**config.mk**
```make
export PLATFORM = sky130hd
export DESIGN_NAME = instr_decode_stage
export DESIGN_NICKNAME = d
export VERILOG_FILES = /design/src/rtl/instr_decode_stage_pkg.sv /design/src/rtl/instr_decode_stage_ucode_map_rom.sv /design/src/rtl/instr_decode_stage.sv
export SDC_FILE = /design/constraint.sdc
export NUM_CORES = 1
export LEC_CHECK = 0
export ABC_AREA = 0
export CORE_UTILIZATION = 47
export CTS_CLUSTER_DIAMETER = 60
export DETAILED_ROUTE_END_ITERATION = 10
export GPL_TIMING_DRIVEN = 0
export PLACE_DENSITY = 0.84
export SETUP_SLACK_MARGIN = 0.2
export SYNTH_ARGS = -nofsm -noshare
export SYNTH_HDL_FRONTEND = slang
export SYNTH_SLANG_ARGS = --single-unit
```
**constraint.sdc**
```tcl
create_clock -name clk -period 4.25 [get_ports clk]
set_clock_uncertainty 0.05 [all_clocks]
set_input_delay 1.275 -clock clk [delete_from_list [all_inputs] [get_ports clk]]
set_output_delay 1.275 -clock clk [all_outputs]
set_load 0.01 [all_outputs]
```
**src/rtl/instr_decode_stage_pkg.sv**
```systemverilog
// Shared definitions for the decode stage: bus layout, opcode classes and the
// micro-code start-address/count table.
package instr_decode_stage_pkg;

  localparam int BUS_W     = 92;
  localparam int INSTR_LSB = 0;
  localparam int UADDR_LSB = 32;
  localparam int UCNT_LSB  = 40;
  localparam int RD_LSB    = 43;
  localparam int RS1_LSB   = 48;
  localparam int RS2_LSB   = 53;
  localparam int IMM_LSB   = 58;
  localparam int NTA_LSB   = 75;
  localparam int BRA_LSB   = 83;
  localparam int PRED_BIT  = 91;

  localparam logic [5:0] OPC_NOP       = 6'h00;
  localparam logic [5:0] OPC_BR_LO     = 6'h20;
  localparam logic [5:0] OPC_BR_HI_DEF = 6'h27;
  localparam logic [7:0] NOP_UADDR_DEF = 8'h00;

  // Returns {uaddr, ucnt}; ucnt is the micro-op count minus one.
  function automatic logic [10:0] ucode_rom(input logic [5:0] opc,
                                            input logic [7:0] nop_uaddr);
    case (opc)
      OPC_NOP: return {nop_uaddr, 3'd0};
      6'h01:   return {8'h10, 3'd2};
      6'h02:   return {8'h18, 3'd1};
      6'h03:   return {8'h20, 3'd3};
      6'h04:   return {8'h28, 3'd0};
      6'h05:   return {8'h30, 3'd4};
      6'h08:   return {8'h40, 3'd5};
      6'h09:   return {8'h48, 3'd7};
      6'h20, 6'h21, 6'h22, 6'h23,
      6'h24, 6'h25, 6'h26, 6'h27:
               return {8'h80, 3'd1};
      default: return {nop_uaddr, 3'd0};
    endcase
  endfunction

endpackage

```
**src/rtl/instr_decode_stage_ucode_map_rom.sv**
```systemverilog
// Combinational opcode to micro-code entry lookup.
module ucode_map_rom
  import instr_decode_stage_pkg::*;
#(
  parameter logic [7:0] NOP_UADDR = NOP_UADDR_DEF
) (
  input  logic [5:0] opcode,
  output logic [7:0] uaddr,
  output logic [2:0] ucnt
);

  assign {uaddr, ucnt} = ucode_rom(opcode, NOP_UADDR);

endmodule

```
**src/rtl/instr_decode_stage.sv**
```systemverilog
// Decode stage: registers one instruction per accepted cycle, looks up its
// micro-code entry, predicts conditional branches and drives the CU bus.
module instr_decode_stage
  import instr_decode_stage_pkg::*;
#(
  parameter int         BHT_DEPTH = 16,
  parameter logic [7:0] NOP_UADDR = NOP_UADDR_DEF,
  parameter logic [5:0] BR_OPC_HI = OPC_BR_HI_DEF
) (
  input  logic        clk,
  input  logic        rst,
  input  logic        flush_pipeline,
  input  logic [31:0] instr_in,
  input  logic [7:0]  instr_addr_in,
  input  logic        instr_valid_in,
  input  logic        exec_ready,
  input  logic        br_update_valid,
  input  logic [7:0]  br_update_addr,
  input  logic        br_update_taken,
  output logic [91:0] idecode_cu_interface,
  output logic        stall_fetch,
  output logic        pred_redirect,
  output logic [7:0]  pred_target
);

  localparam int IDX_W = $clog2(BHT_DEPTH);
  localparam logic [BUS_W-1:0] BUBBLE = {52'b0, NOP_UADDR, 32'b0};

  logic [BUS_W-1:0] bus_q, bus_d, dec_bus;
  logic             out_valid_q, out_valid_d;
  logic             pred_redirect_q, pred_redirect_d;
  logic [7:0]       pred_target_q, pred_target_d;
  logic [1:0]       bht_q [BHT_DEPTH];
  logic [1:0]       bht_d [BHT_DEPTH];

  logic [5:0]       opcode;
  logic [7:0]       rom_uaddr;
  logic [2:0]       rom_ucnt;
  logic             is_branch, pred_taken, load;
  logic [IDX_W-1:0] lk_idx, upd_idx;
  logic [7:0]       br_target;
  logic             unused_upd_bits;

  assign opcode  = instr_in[31:26];
  assign lk_idx  = instr_addr_in[IDX_W-1:0];
  assign upd_idx = br_update_addr[IDX_W-1:0];
  assign unused_upd_bits = ^br_update_addr[7:IDX_W];

  ucode_map_rom #(.NOP_UADDR(NOP_UADDR)) u_rom (
    .opcode (opcode),
    .uaddr  (rom_uaddr),
    .ucnt   (rom_ucnt)
  );

  // Lookup reads the registered counter, so a same-cycle update is not seen.
  assign is_branch  = (opcode >= OPC_BR_LO) && (opcode <= BR_OPC_HI);
  assign pred_taken = is_branch && bht_q[lk_idx][1];
  assign br_target  = instr_addr_in + instr_in[7:0];
  assign load       = !out_valid_q || exec_ready;

  always_comb begin
    dec_bus = '0;
    dec_bus[INSTR_LSB +: 32] = instr_in;
    dec_bus[UADDR_LSB +: 8]  = rom_uaddr;
    dec_bus[UCNT_LSB  +: 3]  = rom_ucnt;
    dec_bus[RD_LSB    +: 5]  = instr_in[25:21];
    dec_bus[RS1_LSB   +: 5]  = instr_in[20:16];
    dec_bus[RS2_LSB   +: 5]  = instr_in[15:11];
    dec_bus[IMM_LSB   +: 17] = instr_in[16:0];
    dec_bus[NTA_LSB   +: 8]  = instr_addr_in + 8'd1;
    dec_bus[BRA_LSB   +: 8]  = instr_addr_in;
    dec_bus[PRED_BIT]        = pred_taken;
  end

  always_comb begin
    bus_d           = bus_q;
    out_valid_d     = out_valid_q;
    pred_redirect_d = 1'b0;
    pred_target_d   = pred_target_q;
    if (flush_pipeline) begin
      bus_d       = BUBBLE;
      out_valid_d = 1'b0;
    end else if (load) begin
      if (instr_valid_in) begin
        bus_d       = dec_bus;
        out_valid_d = 1'b1;
        if (pred_taken) begin
          pred_redirect_d = 1'b1;
          pred_target_d   = br_target;
        end
      end else begin
        bus_d       = BUBBLE;
        out_valid_d = 1'b0;
      end
    end
  end

  always_ff @(posedge clk or posedge rst) begin
    if (rst) begin
      bus_q           <= BUBBLE;
      out_valid_q     <= 1'b0;
      pred_redirect_q <= 1'b0;
      pred_target_q   <= 8'h00;
    end else begin
      bus_q           <= bus_d;
      out_valid_q     <= out_valid_d;
      pred_redirect_q <= pred_redirect_d;
      pred_target_q   <= pred_target_d;
    end
  end

  genvar gi;
  generate
    for (gi = 0; gi < BHT_DEPTH; gi++) begin : g_bht
      always_comb begin
        bht_d[gi] = bht_q[gi];
        if (br_update_valid && (upd_idx == IDX_W'(gi))) begin
          if (br_update_taken && (bht_q[gi] != 2'b11))
            bht_d[gi] = bht_q[gi] + 2'b01;
          else if (!br_update_taken && (bht_q[gi] != 2'b00))
            bht_d[gi] = bht_q[gi] - 2'b01;
        end
      end

      always_ff @(posedge clk or posedge rst) begin
        if (rst) bht_q[gi] <= 2'b01;
        else     bht_q[gi] <= bht_d[gi];
      end
    end
  endgenerate

  assign idecode_cu_interface = bus_q;
  assign stall_fetch          = out_valid_q && !exec_ready;
  assign pred_redirect        = pred_redirect_q;
  assign pred_target          = pred_target_q;

endmodule
```
Yosys cells after proc, flatten, opt, wreduce, memory -nomap -nowiden
Memories as Yosys holds them, arrays and structs flattened.
Index checks and enable logic that the tools add are counted.
{"block": "op_classes", "eq_ne": 31, "muxes": 45, "addsub": 34, "n_reduce_logical": 106, "n_lt_le_gt_ge": 3, "bitwise": 2}
{"operator": "2-to-1 mux 92 bit", "count": 3}
{"operator": "2-to-1 mux 2 bit", "count": 34}
{"operator": "nonzero test 2 bit", "count": 33}
{"operator": "logical AND 1 bit", "count": 51}
{"operator": "adder 2 x 1 -> 2 bit (second input constant)", "count": 16}
{"operator": "equality test 4 bit (second input constant)", "count": 8}
{"operator": "!= test 2 bit (second input constant)", "count": 16}
{"operator": "AND reduction 2 bit", "count": 16}
{"operator": "subtractor 2 x 1 -> 2 bit (second input constant)", "count": 16}
{"operator": "equality test 4 x 3 -> 1 bit (second input constant)", "count": 4}
{"operator": "adder 8 x 1 -> 8 bit (second input constant)", "count": 1}
{"operator": "adder 8 bit", "count": 1}
{"operator": "binary-select mux 2 bit (select 4 bit)", "count": 1}
{"operator": "equality test 4 x 2 -> 1 bit (second input constant)", "count": 2}
{"operator": "2-to-1 mux 1 bit", "count": 7}
{"operator": ">= comparator 6 bit (second input constant)", "count": 1}
{"operator": "less-or-equal comparator 6 bit (second input constant)", "count": 1}
{"operator": ">= comparator 5 bit (second input constant)", "count": 1}
{"operator": "inverter 4 -> 5 bit", "count": 1}
{"operator": "equality test 4 x 1 -> 1 bit (second input constant)", "count": 1}
{"operator": "logical NOT 4 bit", "count": 1}
{"operator": "AND reduction 4 bit", "count": 1}
{"operator": "logical NOT 1 bit", "count": 3}
{"operator": "logical OR 1 bit", "count": 1}
{"operator": "inverter 1 bit", "count": 1}
{"block": "word_totals", "n_memories": 1, "rom_bits": 512, "regBits": 134, "input_bits": 55, "output_inout_bits": 102}
{"name": "(name not given)", "words": 64, "word_bits": 8, "rd": 1, "rd_clocked_by_memory_dff": 0, "wr": 0, "line": "instr_decode_stage_pkg.sv:25", "text": "case (opc)"}

Logic depth before layout (Yosys ltp)
Gate-level depths: netlist of the first run.
{"block": "depth", "ltp_word": 9, "mapped_depth": 8, "ltp_nobuf": 8}

By module
A second synthesis of the first run with hierarchy kept.
{"block": "hier_totals", "hier_cells": 511, "hier_area_um2": 5282.6}
{"module": "instr_decode_stage", "instances": 1, "cells_each": 479, "area_per_inst_um2": 5033.6}
{"module": "ucode_map_rom", "instances": 1, "cells_each": 32, "area_per_inst_um2": 249.0}

Worst setup path before layout of the first run
OpenSTA, ideal clock, no wires.
{"block": "synth_timing", "path_kind": "input port to flip-flop", "start": "input instr_in[0]", "end": "register pred_target_q[6] (netlist: pred_target[6])", "arrival_ps": 2822, "setup_ps": 64, "required_time_ps": 4136, "slack_ps": 1314, "cell_stages": 8, "cell_sequence": "ha_1 > inv_1 > fa_1 > nor2b_1 > o31a_1 > or4b_2 > nand3_1 > mux2_2"}
{"block": "synth_via", "elab_chain_cells": 1}
{"element": "start, declared", "line": "instr_decode_stage.sv:13", "text": "input logic [31:0] instr_in,"}
{"element": "adder 8 bit", "line": "instr_decode_stage.sv:58", "text": "assign br_target = instr_addr_in + instr_in[7:0];"}
{"element": "end signal, assigned", "line": "instr_decode_stage.sv:108", "text": "pred_target_q <= pred_target_d;"}
{"element": "end, declared", "line": "instr_decode_stage.sv:32", "text": "logic [7:0] pred_target_q, pred_target_d;"}
No other way between the ends.
A chain may end at the register's enable or synchronous reset.

Worst setup path in the final report of the first run
{"block": "layout_timing", "start": "input exec_ready", "end": "output stall_fetch"}
{"block": "layout_via", "elab_chain_cells": 2}
{"element": "start, declared", "line": "instr_decode_stage.sv:16", "text": "input logic exec_ready,"}
{"element": "logical NOT 1 bit", "line": "instr_decode_stage.sv:133", "text": "assign stall_fetch = out_valid_q && !exec_ready;"}
{"element": "logical AND 1 bit", "line": "instr_decode_stage.sv:133"}
{"element": "end, declared", "line": "instr_decode_stage.sv:21", "text": "output logic stall_fetch,"}
No other way between the ends.

==> results of run 1 <==
## synthesized netlist by cell type (5+ instances only)
master	number	area share (%)
sky130_fd_sc_hd__a21oi_1	30	3.0
sky130_fd_sc_hd__a22o_1	36	6.2
sky130_fd_sc_hd__a31oi_1	5	0.62
sky130_fd_sc_hd__and2_1	5	0.62
sky130_fd_sc_hd__buf_1	6	0.44
sky130_fd_sc_hd__buf_4	35	5.2
sky130_fd_sc_hd__clkbuf_1	15	1.1
sky130_fd_sc_hd__dfrtp_1	83	41
sky130_fd_sc_hd__dfstp_2	16	8.3
sky130_fd_sc_hd__ha_1	12	3.0
sky130_fd_sc_hd__inv_1	25	1.9
sky130_fd_sc_hd__mux2_2	7	1.6
sky130_fd_sc_hd__mux2i_1	21	4.2
sky130_fd_sc_hd__nand2_1	53	3.9
sky130_fd_sc_hd__nand3_1	15	1.5
sky130_fd_sc_hd__nor2_1	25	1.9
sky130_fd_sc_hd__nor2b_1	7	0.86
sky130_fd_sc_hd__o21ai_0	59	5.8
sky130_fd_sc_hd__xnor2_1	6	1.0
sky130_fd_sc_hd__xor2_1	5	0.86
## metal layers
layer / vias up / part of all wire (%)
met5: - / 0
met4: 0 / 2.9
met3: 35 / 6.3
met2: 183 / 52
met1: 2148 / 39
li1: 2076 / -
## report_power, final
| group | switching, mW | internal [mW] | total, mW |
|---|---|---|---|
| registers | 0.0389 | 1.02 | 1.06 |
| logic | 0.209 | 0.247 | 0.457 |
| clock network | 0.314 | 0.244 | 0.558 |
## per-stage QoR
step	cells	util (%)	instance area [µm²]	worst slack, ps	setup TNS [ps]
finish	811	66.6	6910	457	0
detailed placement	796	64.9	6740	451	0
CTS	811	66.6	6910	450	0
global placement	795	64.7	6710	-951	-78720
global route	811	66.6	6910	417	0
floorplan	512	-	5070	361	0
## state kept, by name, summed over array words and instances, names as in the netlist
name / count
idecode_cu_interface: 57
bht_q: 32
out_valid_q: 1
pred_target: 8
pred_redirect: 1
## path summary, 6_finish.rpt
check / end / cells past startpoint / start
max in group asynchronous: bht_q[6] / 3 / rst
worst max register to register: pred_target[0] / 5 / out_valid_q
worst min register to register: idecode_cu_interface[81] / 2 / idecode_cu_interface[81]
worst max-delay path: stall_fetch / 3 / exec_ready
worst min-delay path: idecode_cu_interface[81] / 2 / idecode_cu_interface[81]
min in group asynchronous: idecode_cu_interface[27] / 2 / rst
## critical path: stages
cell and delay, ps:
sky130_fd_sc_hd__clkdlybuf4s50_1 440, sky130_fd_sc_hd__nor2b_4 190, sky130_fd_sc_hd__clkdlybuf4s50_1 560
## cell usage in the layout (no fill, tap or decap), drive strengths merged, types with 3 or more instances in the layout
cell type,count
clkdlybuf4s50,147
dfrtp,83
o21ai,59
nand2,53
buf,43
a22o,36
a21oi,31
clkbuf,29
nor2,25
inv,25
mux2i,21
dfstp,16
nand3,15
ha,12
nor2b,8
mux2,7
xnor2,6
and2,5
a31oi,5
xor2,5
nor3,4
nand2b,3
o211ai,3
o22ai,3
o31ai,3
conb,3
## cells by family (layout without fill, tap and decap cells)
family          Yosys count  after routing
compound gates          149            149
simple gates            127            127
flops                    99             99
buf+inv                  82            245
mux                      28             28
fa+ha+maj                13             13
xor+xnor                 11             11
other cells               1              3
## layout make-up
| type | instances | share of cell area [%] |
|---|---|---|
| Buffer | 57 | 5.11 |
| Clock buffer | 14 | 2.36 |
| Clock inverter | 1 | 0.127 |
| Inverter | 25 | 1.39 |
| Multi-Input combinational cell | 331 | 30.8 |
| Sequential cell | 99 | 36.2 |
| Tap cell | 136 | 2.46 |
| Timing Repair Buffer | 148 | 21.6 |
==> impl_metrics.json, run 1 <==
{
  "dr.pass1.iters": 5,
  "final_hold_viol_count": 0,
  "drv.max_cap_violation_count": 0,
  "globalRouteMet2Util_pct": 46.4,
  "design.core.area_um2": 10400,
  "rsz0062_at_grt": "false",
  "post_synth_xor_area_fraction_pct": 1.90,
  "clk_latency_ps": 370,
  "grt_max_degree": 57,
  "number_of_global_route_vias_before_repair": 4488,
  "cts_made_buffers": 9,
  "yosys.area_share.adder_pct": 3.36,
  "timing.fmax_ghz": 0.264,
  "groute.layer.met1.usage_pct": 29.0,
  "worst_ir_drop_vdd_mv": 0.163,
  "synth_edf_count": 0,
  "cts_root_buf": "sky130_fd_sc_hd__clkbuf_8",
  "worst_setup_path_end_kind": "output port",
  "route.detailed.drc": 0,
  "synth_top_family_by_area": "compound AO/OA/AOI/OAI gates",
  "die_area_um2": 11200,
  "final_layout_size_suffix_gt1_share_pct": 12.0,
  "ys.warnings.count": 0,
  "detailroute.via_count": 4442,
  "critical_path_arrival_ps": 2470,
  "port-buffer-count": 147,
  "grt.total_usage_pct": 25.7,
  "cts.path.max_buffers": 2,
  "mappedNetlistArea_um2": 5060,
  "postSynthRegisterBits": 99,
  "reg_area_um2": 2500,
  "drt_first_iter_violations": 179,
  "gr-total-overflow": 0,
  "netlist-cell-type-count": 47,
  "timing.final.max_slew_violations": 0,
  "flow.area_growth_from_synthesis_pct": 36.4,
  "worst-r2r-setup-slack_ps": 2040,
  "initial_core_util_pct": 48.8,
  "grtUsageMet3_pct": 5.19,
  "globalplace.congestion": 0.886,
  "vias_per_cell": 5.48,
  "cts_hold_repair.buffers": 0,
  "layout_worst_path_cycle_share_pct": 89.3,
  "floorplan.rows": 37,
  "cts_sinks": 99,
  "crit_path_max_fanout": 5,
  "ys_async_sr_fraction_pct": 100,
  "drt_wl_total_um": 13600,
  "post_cts_buffers": 0,
  "p_leak_nw": 3.01,
  "postRouteAntennaNets": 0,
  "place.detailed.hpwl_um": 10600,
  "initial_antenna_violation_count": 0,
  "clock_transition_at_the_registers_of_the_reported_paths_ps": 80,
  "worstPathRequired_ps": 2920,
  "timing_worst_slew_pin_value_ps": 697,
  "kind_of_critical_path": "in2out",
  "syn-instance-count": 510,
  "global_route_wire_length_before_repair_um": 22400,
  "final-setup-viol-count": 0,
  "h_tree_lvls": 3,
  "powerDensity_nw_per_um2": 301,
  "worstSetupStartpointType": "input pin",
  "ctsResizeCount": 0,
  "die_h_um": 106,
  "synth.yosys.seq_area_share_pct": 49.3,
  "synth_ff_type": "sky130_fd_sc_hd__dfrtp_1",
  "period_needed_ps": 3790,
  "outcome": "finished clean",
  "hold_path_class": "reg2reg",
  "layout.nets": 739,
  "synth_compound_gate_area_share_pct": 18.7,
  "postSynthAreaPerCell_um2": 9.93,
  "post_synth_and_or_nand_nor_area_fraction_pct": 12.2,
  "multi_input_area_um2": 2130,
  "power_mw": 2.08,
  "synthMuxAreaShare_pct": 5.71,
  "fin_hold_ws_ps": 440,
  "avg_wl_per_cell_um": 16.8,
  "antenna-diode-count": 0,
  "pin_count": 157,
  "cts_tree": "yes",
  "die_w_um": 106,
  "grt_busiest_layer": "met2",
  "slew-limit-headroom_pct": 53.5,
  "fill_cells": 791
}
Power figures use the tool's default switching activity.
==> run 2, diff against run 1 <==
HOLD_SLACK_MARGIN = 0.02   (was not set)
==> results of run 2 <==
Final layout, timing and power as in run 1 (identical DEF).
